===== config.mk =====
export PLATFORM = sky130hd
export DESIGN_NAME = aes_round_ctrl_flat
export DESIGN_NICKNAME = d
export VERILOG_FILES = /design/src/rtl/aes_pkg.sv /design/src/rtl/aes_round_ctrl_if.sv /design/src/rtl/aes_round_ctrl.sv /design/src/flat_wrapper.sv
export SDC_FILE = /design/constraint.sdc
export NUM_CORES = 1
export LEC_CHECK = 0
export CAP_MARGIN = 5
export CORE_AREA = 3 3 256 258
export DETAILED_ROUTE_END_ITERATION = 8
export DIE_AREA = 0 0 259 261
export SLEW_MARGIN = 25
export SYNTH_ARGS = -nofsm -noshare
export SYNTH_HDL_FRONTEND = slang
export SYNTH_SLANG_ARGS = --single-unit

===== constraint.sdc =====
create_clock -name clk -period 1.9 [get_ports clk]
set_input_delay 0.285 -clock clk [delete_from_list [all_inputs] [get_ports clk]]
set_output_delay 0.285 -clock clk [all_outputs]
set_load 0.005 [all_outputs]

===== src/rtl/aes_pkg.sv =====
// Shared types, constants and GF(2^8) helpers for the iterative AES-128 core.
package aes_pkg;

  localparam int unsigned NUM_ROUNDS = 10;
  localparam int unsigned BLOCK_W    = 128;

  typedef logic [0:BLOCK_W-1] aes_block_t;

  typedef enum logic [1:0] {IDLE, ROUND, FINAL, DONE} aes_ctrl_state_t;

  function automatic logic [7:0] xtime(input logic [7:0] a);
    return {a[6:0], 1'b0} ^ (a[7] ? 8'h1b : 8'h00);
  endfunction

  function automatic logic [7:0] gf_mul(input logic [7:0] a, input logic [7:0] b);
    logic [7:0] p;
    logic [7:0] aa;
    p  = 8'h00;
    aa = a;
    for (int i = 0; i < 8; i++) begin
      if (b[i]) p = p ^ aa;
      aa = xtime(aa);
    end
    return p;
  endfunction

  // Inverse is x^254 by square-and-multiply (maps 0 to 0), then the affine map.
  function automatic logic [7:0] sbox(input logic [7:0] x);
    logic [7:0] r;
    r = 8'h01;
    for (int i = 7; i >= 0; i--) begin
      r = gf_mul(r, r);
      if (i != 0) r = gf_mul(r, x);
    end
    return r ^ {r[6:0], r[7]} ^ {r[5:0], r[7:6]} ^ {r[4:0], r[7:5]}
             ^ {r[3:0], r[7:4]} ^ 8'h63;
  endfunction

endpackage


===== src/rtl/aes_round_ctrl_if.sv =====
// Block-buffer side handshakes: plaintext in, ciphertext out.
interface aes_round_ctrl_if;
  logic               in_valid;
  logic               in_ready;
  aes_pkg::aes_block_t plain_text;
  logic               out_valid;
  logic               out_ready;
  aes_pkg::aes_block_t cipher_text;

  modport ctrl (
    input  in_valid, plain_text, out_ready,
    output in_ready, out_valid, cipher_text
  );

  modport host (
    output in_valid, plain_text, out_ready,
    input  in_ready, out_valid, cipher_text
  );
endinterface


===== src/rtl/aes_round_ctrl.sv =====
// Iterative AES-128 sequencer: owns the state register and round counter,
// fetches round keys by index and steps the external round datapath once per cycle.
module aes_round_ctrl
  import aes_pkg::*;
(
  input  logic             clk,
  input  logic             n_rst,
  aes_round_ctrl_if.ctrl   bus,
  output logic [3:0]       key_index,
  input  aes_block_t       round_key,
  input  logic             key_valid,
  output aes_block_t       round_in,
  output logic             skip_mix,
  input  aes_block_t       round_out,
  output logic             busy
);

  aes_ctrl_state_t ctrl_reg, ctrl_next;
  logic [3:0]      round_cnt_reg, round_cnt_next;
  aes_block_t      state_reg, state_next;

  always_ff @(posedge clk or negedge n_rst) begin
    if (!n_rst) begin
      ctrl_reg      <= IDLE;
      round_cnt_reg <= 4'd0;
      state_reg     <= '0;
    end else begin
      ctrl_reg      <= ctrl_next;
      round_cnt_reg <= round_cnt_next;
      state_reg     <= state_next;
    end
  end

  always_comb begin
    ctrl_next      = ctrl_reg;
    round_cnt_next = round_cnt_reg;
    state_next     = state_reg;
    bus.in_ready   = 1'b0;
    bus.out_valid  = 1'b0;
    busy           = 1'b1;
    skip_mix       = 1'b0;
    key_index      = 4'd0;

    // A low key_valid in ROUND/FINAL leaves every register untouched.
    case (ctrl_reg)
      IDLE: begin
        busy         = 1'b0;
        bus.in_ready = key_valid;
        if (bus.in_valid && key_valid) begin
          state_next     = bus.plain_text ^ round_key;
          round_cnt_next = 4'd1;
          ctrl_next      = ROUND;
        end
      end
      ROUND: begin
        key_index = round_cnt_reg;
        if (key_valid) begin
          state_next     = round_out;
          round_cnt_next = round_cnt_reg + 4'd1;
          if (round_cnt_reg == 4'(NUM_ROUNDS - 1)) ctrl_next = FINAL;
        end
      end
      FINAL: begin
        key_index = 4'(NUM_ROUNDS);
        skip_mix  = 1'b1;
        if (key_valid) begin
          state_next = round_out;
          ctrl_next  = DONE;
        end
      end
      DONE: begin
        bus.out_valid = 1'b1;
        if (bus.out_ready) begin
          round_cnt_next = 4'd0;
          ctrl_next      = IDLE;
        end
      end
      default: begin
        round_cnt_next = 4'd0;
        ctrl_next      = IDLE;
      end
    endcase
  end

  assign round_in        = state_reg;
  assign bus.cipher_text = state_reg;

endmodule


===== src/flat_wrapper.sv =====
// flat-port wrapper written by rule: the top's interface ports become plain ports
module aes_round_ctrl_flat import aes_pkg::*;
  (clk, n_rst, key_index, round_key, key_valid, round_in, skip_mix, round_out, busy, bus_in_valid, bus_plain_text, bus_out_ready, bus_in_ready, bus_out_valid, bus_cipher_text);
  aes_round_ctrl_if bus_i ();
  input  logic clk;
  input  logic n_rst;
  output logic [3:0] key_index;
  input  aes_block_t round_key;
  input  logic key_valid;
  output aes_block_t round_in;
  output logic skip_mix;
  input  aes_block_t round_out;
  output logic busy;
  input wire logic [$bits(bus_i.in_valid)-1:0] bus_in_valid;
  input wire logic [$bits(bus_i.plain_text)-1:0] bus_plain_text;
  input wire logic [$bits(bus_i.out_ready)-1:0] bus_out_ready;
  output wire logic [$bits(bus_i.in_ready)-1:0] bus_in_ready;
  output wire logic [$bits(bus_i.out_valid)-1:0] bus_out_valid;
  output wire logic [$bits(bus_i.cipher_text)-1:0] bus_cipher_text;
  assign bus_i.in_valid = bus_in_valid;
  assign bus_i.plain_text = bus_plain_text;
  assign bus_i.out_ready = bus_out_ready;
  assign bus_in_ready = bus_i.in_ready;
  assign bus_out_valid = bus_i.out_valid;
  assign bus_cipher_text = bus_i.cipher_text;
  aes_round_ctrl u_core (.clk(clk), .n_rst(n_rst), .bus(bus_i), .key_index(key_index), .round_key(round_key), .key_valid(key_valid), .round_in(round_in), .skip_mix(skip_mix), .round_out(round_out), .busy(busy));
endmodule

==> metrics.md, run 1 <==
| Metric | Value |
|---|---|
| Met3 wire len | `2.89 mm` |
| Worst min path class | `input pin to asynchronous set/reset pin` |
| Power density cells | `1620 nW/um^2` |
| Pins Over Slew Limit | `0` |
| Area occupied by registers | `3360 um^2` |
| First-iteration detailed-routing DRC count | `237` |
| Clock buffer count from CTS | `17` |
| Share of cells above drive strength 1 | `0.144` |
| Drt drc | `0` |
| Crit Path Category | `flop to flop` |
| Avg Inst Size Synth | `8.54 um^2` |
| Proportion of synthesized area in mux cells | `0.00306` |
| Reg2reg setup slack | `0.06 ns` |
| Root Driver | `clkbuf_16` |
| Ratio of final minimum period to clock period | `0.968` |
| Max Used Layer | `met4` |
| Pin count of the biggest net entering global routing | `72` |
| Syn Std Cell Area | `8600 um^2` |
| Final net count | `1973` |
| Hpwl dp | `33.9 mm` |
| Tightest Pin Transition | `0.611 ns` |
| H-tree depth | `4` |
| Layout Utilization | `0.264` |
| WL final | `42.8 mm` |
| Multi-input gate area | `4080 um^2` |
| Worst setup SP type | `flop` |
| Xor/xnor share of the synthesized area | `0.130` |
| Vias in the first global route | `8918` |
| Port bufs | `652` |
| Rows | `92` |
| Fillcell total | `6628` |
| Synth Area in Adders | `0.0116` |
| Distinct cells, synth | `33` |
| First-pass GRT wire length | `55.6 mm` |
| Overall global routing resource usage | `0.112` |
| Full die area | `67600 um^2` |
| Vias | `8868` |
| Drt via density | `3.64` |
| Largest family of logic cells by synthesized area | `compound AO/OA/AOI/OAI gates` |
| #FFs+latches synth | `134` |
| Synth Area in Compound Gates | `0.174` |
| Total core area | `63200 um^2` |
| Yosys warnings | `0` |
| Congestion Overflow GR | `0` |
| First drt pass iteration count | `4` |
| Syn_nets | `1404` |
| Post-route ant nets | `0` |
| Seq/Total Area, Yosys | `0.390` |
| WL/cell | `17.6 um` |
| RSZ-0062 raised after global routing | `yes` |
| M1 WL | `16.8 mm` |
| FMAX | `544 MHz` |
| LEAKAGE | `0.00647 uW` |
| Worst Path Arrival | `2.22 ns` |
| Num Clock Sinks | `134` |
| Starting Density | `0.136` |
| Fin. Hold Viols | `0` |
| Area grow syn2layout | `94.3%` |
| Placed Cells | `2380` |
| Fin cells | `2436` |
| Maximum vdd drop | `942 uV` |
| Final setup TNS | `0 ns` |
| Crit. End Element | `flop` |
| Antenna violations before repair | `5` |
| Clk pin slew, worst setup/hold paths | `0.06 ns` |
| Simple-gate share of the synthesized area | `0.138` |
| DP Worst Slack | `0.0481 ns` |
| Die height | `261 um` |
| Total of max-cap violations | `0` |
| Die span in x | `259 um` |
| Max reg flops | `128` |
| Most frequent cells in the layout | `642 x clkdlybuf4s50_1, 132 x dfrtp_1, 128 x xnor2_1, 127 x nor2_1, 124 x a21oi_1` |
| Min cycle time layout | `1.84 ns` |
| Cells after Synth | `1007` |
| Commonest non-fill, non-tap cell in the layout | `clkdlybuf4s50_1` |
| Latest clock arrival within the worst-skew pair | `0.46 ns` |
| Worst-path maximum fanout | `7` |
| Endpoints failing setup | `0` |
| TritonCTS clock tree | `yes` |
| Outcome | `finished, final reports clean` |
| Clk buf depth | `2` |
| Final WS setup | `0.0602 ns` |
| Worst EP required | `2.28 ns` |
| Design Power | `27100 uW` |
| DR WL met2 | `22.5 mm` |
| I/O pins | `653` |
| GPL Wtd Cong | `0.884` |
| Slew HR | `0.593` |
| Setup Skew | `0.00764 ns` |
synthesized netlist by cell type, drive strengths merged:
cell / instances / area (um^2)
buf: 145 / 1140
dfrtp: 134 / 3350
o21ai: 133 / 816
nand2: 132 / 591
a21oi: 130 / 651
nor2: 130 / 488
xnor2: 128 / 1120
clkbuf: 40 / 155
ha: 8 / 100
inv: 4 / 15.0
and3: 3 / 18.8
nand2b: 3 / 18.8
nor2b: 3 / 18.8
mux2: 2 / 26.3
nand3: 2 / 10.0
a211o: 1 / 8.76
a32oi: 1 / 8.76
and2: 1 / 6.26
nand4b: 1 / 8.76
nor3: 1 / 5.00
nor3b: 1 / 7.51
o21bai: 1 / 7.51
o31ai: 1 / 7.51
or3b: 1 / 8.76
or4: 1 / 7.51
area by class of cell:
| type | instances | share of cell area |
|---|---|---|
| repair buffers | 734 | 0.453 |
| inverters | 4 | 0.000899 |
| diodes | 1 | 0.000150 |
| clock buffers | 22 | 0.0284 |
| clock inverters | 10 | 0.00877 |
| well taps | 846 | 0.0634 |
| multi-input cells | 685 | 0.245 |
| flip-flops and latches | 134 | 0.201 |
what timing repair did:
action                                  4_1_cts  5_1_grt
hold buffers                                  1        0
gates cloned                                  0       11
resized for setup                            31       83
endpoints found under the hold margin        39        0
pin swaps                                     2        2
setup buffers                                 8        3
endpoints found under the setup margin       12       76
power by group:
group          internal, uW  switching [uW]  leakage [uW]
Sequential             4270            1640       0.00167
Combinational          9730            7910       0.00450
Clock                  2170            1360      0.000300
final timing paths:
| path | start | end | cells after the start |
|---|---|---|---|
| worst max-delay path | u_core.ctrl_reg[1]$_DFFE_PN0P_ | u_core.bus.cipher_text[89]$_DFFE_PN0P_ | 9 |
| worst min-delay path | n_rst | u_core.bus.cipher_text[57]$_DFFE_PN0P_ | 2 |
| worst max register to register | u_core.ctrl_reg[1]$_DFFE_PN0P_ | u_core.bus.cipher_text[89]$_DFFE_PN0P_ | 9 |
| worst min register to register | u_core.bus.cipher_text[92]$_DFFE_PN0P_ | u_core.bus.cipher_text[92]$_DFFE_PN0P_ | 2 |
| max in group asynchronous | n_rst | u_core.bus.cipher_text[102]$_DFFE_PN0P_ | 3 |
| min in group clk | round_out[124] | u_core.bus.cipher_text[124]$_DFFE_PN0P_ | 3 |
critical path, stage by stage, from the launching register on:
cell and delay, ns:
dfrtp_1 0.40, inv_2 0.12, ha_4 0.16, buf_6 0.10, mux2_4 0.36, nand2_8 0.15, clkbuf_16 0.18, buf_4 0.14
nand2_1 0.05, o21ai_0 0.07
cells by family after synthesis:
group / count (synthesis)
buffers and inverters: 189
and+or+nand+nor: 279
muxes: 2
DFF: 134
xor gates and xnor gates: 128
AOI/OAI and AO/OA: 267
adders and majority gates: 8
per-stage QoR:
stage	hold WS (ns)	area, um^2
finish	0.398	16700
global route	0.414	16700
CTS	0.369	16200
detailed placement	0.308	15500
global placement	0.300	15500
floorplan	-0.0106	8600
metal layers:
layer / GRT usage / vias to the layer above
li1: - / 4329
met1: 0.126 / 4060
met2: 0.205 / 440
met3: 0.0341 / 39
met4: 0.0318 / 0
met5: 0 / -
Note: power is estimated with default switching activity, not from simulation.
==> inputs of run 2 (changes only) <==
- CAP_MARGIN: 5 -> default
- MAX_ROUTING_LAYER: default -> met4
- TNS_END_PERCENT: default -> 20
==> metrics.md, run 2 (synthesized netlist as in run 1, its figures left out) <==
| Metric | Value |
|---|---|
| Die span in x | `259 um` |
| Internal | `15400 uW` |
| First-iteration detailed-routing DRC count | `229` |
| Slew HR | `0.595` |
| Clk pin slew, worst setup/hold paths | `0.06 ns` |
| WL final | `40.7 mm` |
| First-pass GRT wire length | `55.6 mm` |
| Tightest Pin Transition | `0.608 ns` |
| Maximum vdd drop | `904 uV` |
| I/O pins | `653` |
| Post-route ant nets | `0` |
| First drt pass iteration count | `4` |
| Clock buffer count from CTS | `17` |
| Num Clock Sinks | `134` |
| Pins Over Slew Limit | `0` |
| Latest clock arrival within the worst-skew pair | `0.46 ns` |
| Worst EP required | `2.28 ns` |
| Final setup TNS | `0 ns` |
| Rows | `92` |
| Worst Path Arrival | `2.23 ns` |
| Reg2reg setup slack | `0.04 ns` |
| Pin count of the biggest net entering global routing | `72` |
| Sequential fraction of design power | `0.228` |
| Power density cells | `1580 nW/um^2` |
| Max reg flops | `128` |
| Placed Cells | `2380` |
| Crit Path Category | `flop to flop` |
| Port bufs | `652` |
| R2R cell count | `9` |
| Clock share of power | `0.137` |
| Crit. End Element | `flop` |
| RR Startpoint | `u_core.ctrl_reg[1]$_DFFE_PN0P_` |
| Drt drc | `0` |
| Outcome | `finished, final reports clean` |
| Ratio of final minimum period to clock period | `0.977` |
| Clk buf depth | `2` |
| Most frequent cells in the layout | `642 x clkdlybuf4s50_1, 132 x dfrtp_1, 128 x xnor2_1, 127 x nor2_1, 127 x a21oi_1` |
| Hpwl dp | `33.9 mm` |
| Endpoints failing setup | `0` |
| Share of cells above drive strength 1 | `0.129` |
| Vias | `8799` |
| Fin cells | `2426` |
| LEAKAGE | `0.00631 uW` |
| Design Power | `25800 uW` |
| Full die area | `67600 um^2` |
| Hold slack | `0.399 ns` |
| Reg2Reg Capture Point | `u_core.bus.cipher_text[93]$_DFFE_PN0P_` |
| TritonCTS clock tree | `yes` |
| Fin. Hold Viols | `0` |
| RSZ-0062 raised after global routing | `yes` |
| P_sw | `10400 uW` |
| Total of max-cap violations | `0` |
| FMAX | `539 MHz` |
| Root Driver | `clkbuf_16` |
| Worst setup SP type | `flop` |
| Commonest non-fill, non-tap cell in the layout | `clkdlybuf4s50_1` |
| Overall global routing resource usage | `0.116` |
| Final net count | `1961` |
| Min cycle time layout | `1.86 ns` |
| Starting Density | `0.136` |
| Congestion Overflow GR | `0` |
| Worst-path maximum fanout | `22` |
| Antenna violations before repair | `5` |
| Logic pwr share | `0.635` |
| Area grow syn2layout | `89.8%` |
| Setup Skew | `0.00638 ns` |
| Drt via density | `3.63` |
| GPL Wtd Cong | `0.899` |
| Worst min path class | `input pin to asynchronous set/reset pin` |
| Net Sw Frac | `0.402` |
| Total core area | `63200 um^2` |
| Vias in the first global route | `8917` |
| Die height | `261 um` |
| WL/cell | `16.8 um` |
| H-tree depth | `4` |
-- run 2: cell types whose count changed in the layout (fill, tap and decap cells not counted), sizes merged --
cell	change
clkbuf	-7
buf	-4
diode	+2
nand2	-1
-- run 2: area by class of cell --
type,instances,area (um^2)
Antenna cell,3,7.51
Clock buffer,22,474
Clock inverter,10,146
Fill cell,6663,46900
Inverter,4,15.0
Multi-Input combinational cell,684,4020
Sequential cell,134,3360
Tap cell,846,1060
Timing Repair Buffer,723,7240
-- run 2: power groups by stage --
stage	sequential, uW	combinational, uW	clock (uW)
after CTS	5960	15800	3710
final	5900	16400	3530
after floorplan	5410	8570	0
after global placement	5930	15400	0
after global routing	6070	17900	3820
after detailed placement	5970	15600	0
-- run 2: worst max path at each step --
stage,startpoint,endpoint,slack (ns),cells after the start
global placement,key_valid,bus_in_ready,0.09,3
global route,u_core.ctrl_reg[1]$_DFFE_PN0P_,u_core.bus.cipher_text[93]$_DFFE_PN0P_,-0.06,9
detailed placement,u_core.ctrl_reg[0]$_DFFE_PN0P_,u_core.bus.cipher_text[84]$_DFFE_PN0P_,0.05,7
floorplan,u_core.ctrl_reg[0]$_DFFE_PN0P_,u_core.bus.cipher_text[64]$_DFFE_PN0P_,0.006,11
CTS,u_core.ctrl_reg[0]$_DFFE_PN0P_,key_index[1],-0.07,5
finish,u_core.ctrl_reg[1]$_DFFE_PN0P_,u_core.bus.cipher_text[93]$_DFFE_PN0P_,0.04,9
-- run 2: critical path, cell delays in order (launching register included) --
cell	delay [ns]
dfrtp_1	0.40
inv_2	0.12
ha_4	0.16
buf_4	0.11
mux2_4	0.32
nand2_8	0.10
buf_12	0.17
buf_4	0.21
nand2_1	0.06
o21ai_0	0.07
-- run 2: layer usage --
metal / up-vias / track usage / wire length (um)
met1: 4007 / 0.129 / 16200
met4: 0 / 0.0318 / 682
met3: 41 / 0.0306 / 2720
met5: - / - / 0
met2: 443 / 0.204 / 21000
li1: 4308 / - / -
-- run 2: repair_timing --
| action | 4_1_cts | 5_1_grt |
|---|---|---|
| setup endpoints to repair | 12 | 70 |
| cloned | 0 | 2 |
| hold buffers | 1 | 0 |
| hold endpoints to repair | 39 | 0 |
| pin swaps | 2 | 1 |
| setup buffers | 6 | 2 |
| resized for setup | 30 | 26 |
-- run 2: through the flow --
stage | setup WS, ns | utilization | cell area [um^2]
6_report | 0.0444 | 0.258 | 16300
5_1_grt | -0.0553 | 0.258 | 16300
4_1_cts | -0.0661 | 0.256 | 16200
3_5_place_dp | 0.0481 | 0.245 | 15500
3_3_place_gp | 0.0853 | 0.245 | 15500
2_1_floorplan | 0.00647 | - | 8600
==> inputs of run 3 (changes only) <==
- clock period: 1.9 -> 2.4 ns (I/O delays scaled with it)
==> metrics.md, run 3 (synthesized netlist as in run 1, its figures left out) <==
| Metric | Value |
|---|---|
| Root Driver | `clkbuf_16` |
| Vias in the first global route | `8734` |
| Min cycle time layout | `2.29 ns` |
| R2R cell count | `6` |
| First-iteration detailed-routing DRC count | `285` |
| WL final | `39.5 mm` |
| Drt via density | `3.58` |
| Area grow syn2layout | `84.2%` |
| Clk pin slew, worst setup/hold paths | `0.07 ns` |
| Reg2reg setup slack | `0.46 ns` |
| Ratio of final minimum period to clock period | `0.954` |
| Layout Utilization | `0.251` |
| Fin. Hold Viols | `0` |
| DP Worst Slack | `0.372 ns` |
| Power density cells | `1210 nW/um^2` |
| Overall global routing resource usage | `0.115` |
| Total core area | `63200 um^2` |
| Commonest non-fill, non-tap cell in the layout | `clkdlybuf4s50_1` |
| Latest clock arrival within the worst-skew pair | `0.45 ns` |
| CP Cell Sequence | `inv_2, ha_4, and2_1, clkdlybuf4s50_1` |
| Worst Path Buf+Inv | `2` |
| Full die area | `67600 um^2` |
| Worst EP required | `2.04 ns` |
| Post-route ant nets | `0` |
| Starting Density | `0.136` |
| Worst setup SP type | `flop` |
| H-tree depth | `4` |
| Crit. End Element | `output pin` |
| TritonCTS clock tree | `yes` |
| Design Power | `19100 uW` |
| Share of cells above drive strength 1 | `0.0898` |
| RR Startpoint | `u_core.ctrl_reg[0]$_DFFE_PN0P_` |
| GPL Wtd Cong | `0.842` |
| Pins Over Slew Limit | `0` |
| Clock buffer count from CTS | `17` |
| Final WS setup | `0.109 ns` |
| Endpoints failing setup | `0` |
| I/O pins | `653` |
| Crit path launch | `u_core.ctrl_reg[0]$_DFFE_PN0P_` |
| Congestion Overflow GR | `0` |
| Slew HR | `0.585` |
| Largest delay share family, worst path | `buffers and inverters` |
| Worst min path class | `input pin to asynchronous set/reset pin` |
| Rows | `92` |
| Critical-path top delay cell | `clkdlybuf4s50_1` |
| First drt pass iteration count | `4` |
| Most frequent cells in the layout | `651 x clkdlybuf4s50_1, 133 x dfrtp_1, 130 x a21oi_1, 130 x nor2_1, 128 x xnor2_1` |
| FMAX | `437 MHz` |
| Vias | `8491` |
| Crit Path Category | `flop to output pin` |
| Port bufs | `652` |
| Hpwl dp | `33.0 mm` |
| Max reg flops | `128` |
| Outcome | `finished, final reports clean` |
| Die span in x | `259 um` |
| Total of max-cap violations | `0` |
| Pin count of the biggest net entering global routing | `95` |
| Reg2Reg Capture Point | `u_core.bus.cipher_text[88]$_DFFE_PN0P_` |
| Num Clock Sinks | `134` |
| Slowest Stage Delay on Critical Path | `0.54 ns` |
| Final net count | `1910` |
| Maximum vdd drop | `919 uV` |
| Worst Path Arrival | `1.93 ns` |
| Setup Skew | `0.0118 ns` |
| LEAKAGE | `0.00603 uW` |
| Die height | `261 um` |
| Worst-path maximum fanout | `6` |
| Drt drc | `0` |
| Antenna violations before repair | `6` |
| Tightest Pin Transition | `0.618 ns` |
| First-pass GRT wire length | `55.2 mm` |
| WL/cell | `16.7 um` |
| RSZ-0062 raised after global routing | `no` |
| Final setup TNS | `0 ns` |
| Clk buf depth | `2` |
[run 3: changes by cell type in the layout (fill, tap and decap cells not counted), sizes merged, moves of 2 or more]
cell / change
clkinv: -2
diode: -2
clkdlybuf4s50: +9
clkbuf: -5
inv: +2
buf: -52
dlygate4sd2: -2
clkdlybuf4s15: -2
[run 3: per-stage QoR]
stage,area [um^2],hold WS [ns],instances
3_5_place_dp,15100,0.395,2334
6_report,15800,0.488,2372
3_3_place_gp,15100,0.393,2334
2_1_floorplan,8600,0.0644,1007
5_1_grt,15800,0.489,2371
4_1_cts,15800,0.444,2369
[run 3: how the worst max path moves through the flow]
stage / end / slack [ns] / cells after the start
floorplan: key_index[0] / 0.47 / 6
global placement: u_core.bus.cipher_text[89]$_DFFE_PN0P_ / 0.41 / 6
detailed placement: u_core.bus.cipher_text[84]$_DFFE_PN0P_ / 0.37 / 6
CTS: bus_in_ready / 0.01 / 4
global route: bus_in_ready / 0.008 / 4
finish: bus_in_ready / 0.11 / 4
[run 3: where the power goes]
part           switching, uW  internal [uW]  leakage, uW  total (uW)
clock                   1080           1820     0.000314        2910
combinational           5420           6200      0.00404       11600
sequential              1230           3380      0.00167        4610
total                   7730          11400      0.00603       19100
[run 3: repair_timing]
action	4_1_cts	5_1_grt
hold buffers	1	0
endpoints found under the hold margin	43	0
resized for setup	6	1
setup buffers	3	2
setup endpoints to repair	5	4
pin swaps	1	0
[run 3: area by class of cell]
type | instances | area, um^2
Sequential cell | 134 | 3350
Antenna cell | 1 | 2.50
Clock buffer | 21 | 470
Clock inverter | 10 | 169
Fill cell | 6712 | 47400
Tap cell | 846 | 1060
Timing Repair Buffer | 672 | 6780
Inverter | 4 | 15.0
Multi-Input combinational cell | 684 | 3990
[run 3: metal layers]
| metal | track usage | share of wire | vias to the layer above |
|---|---|---|---|
| li1 | - | - | 4190 |
| met1 | 0.126 | 0.39 | 3806 |
| met2 | 0.202 | 0.51 | 452 |
| met3 | 0.0334 | 0.072 | 43 |
| met4 | 0.0354 | 0.020 | 0 |
| met5 | - | 0 | - |
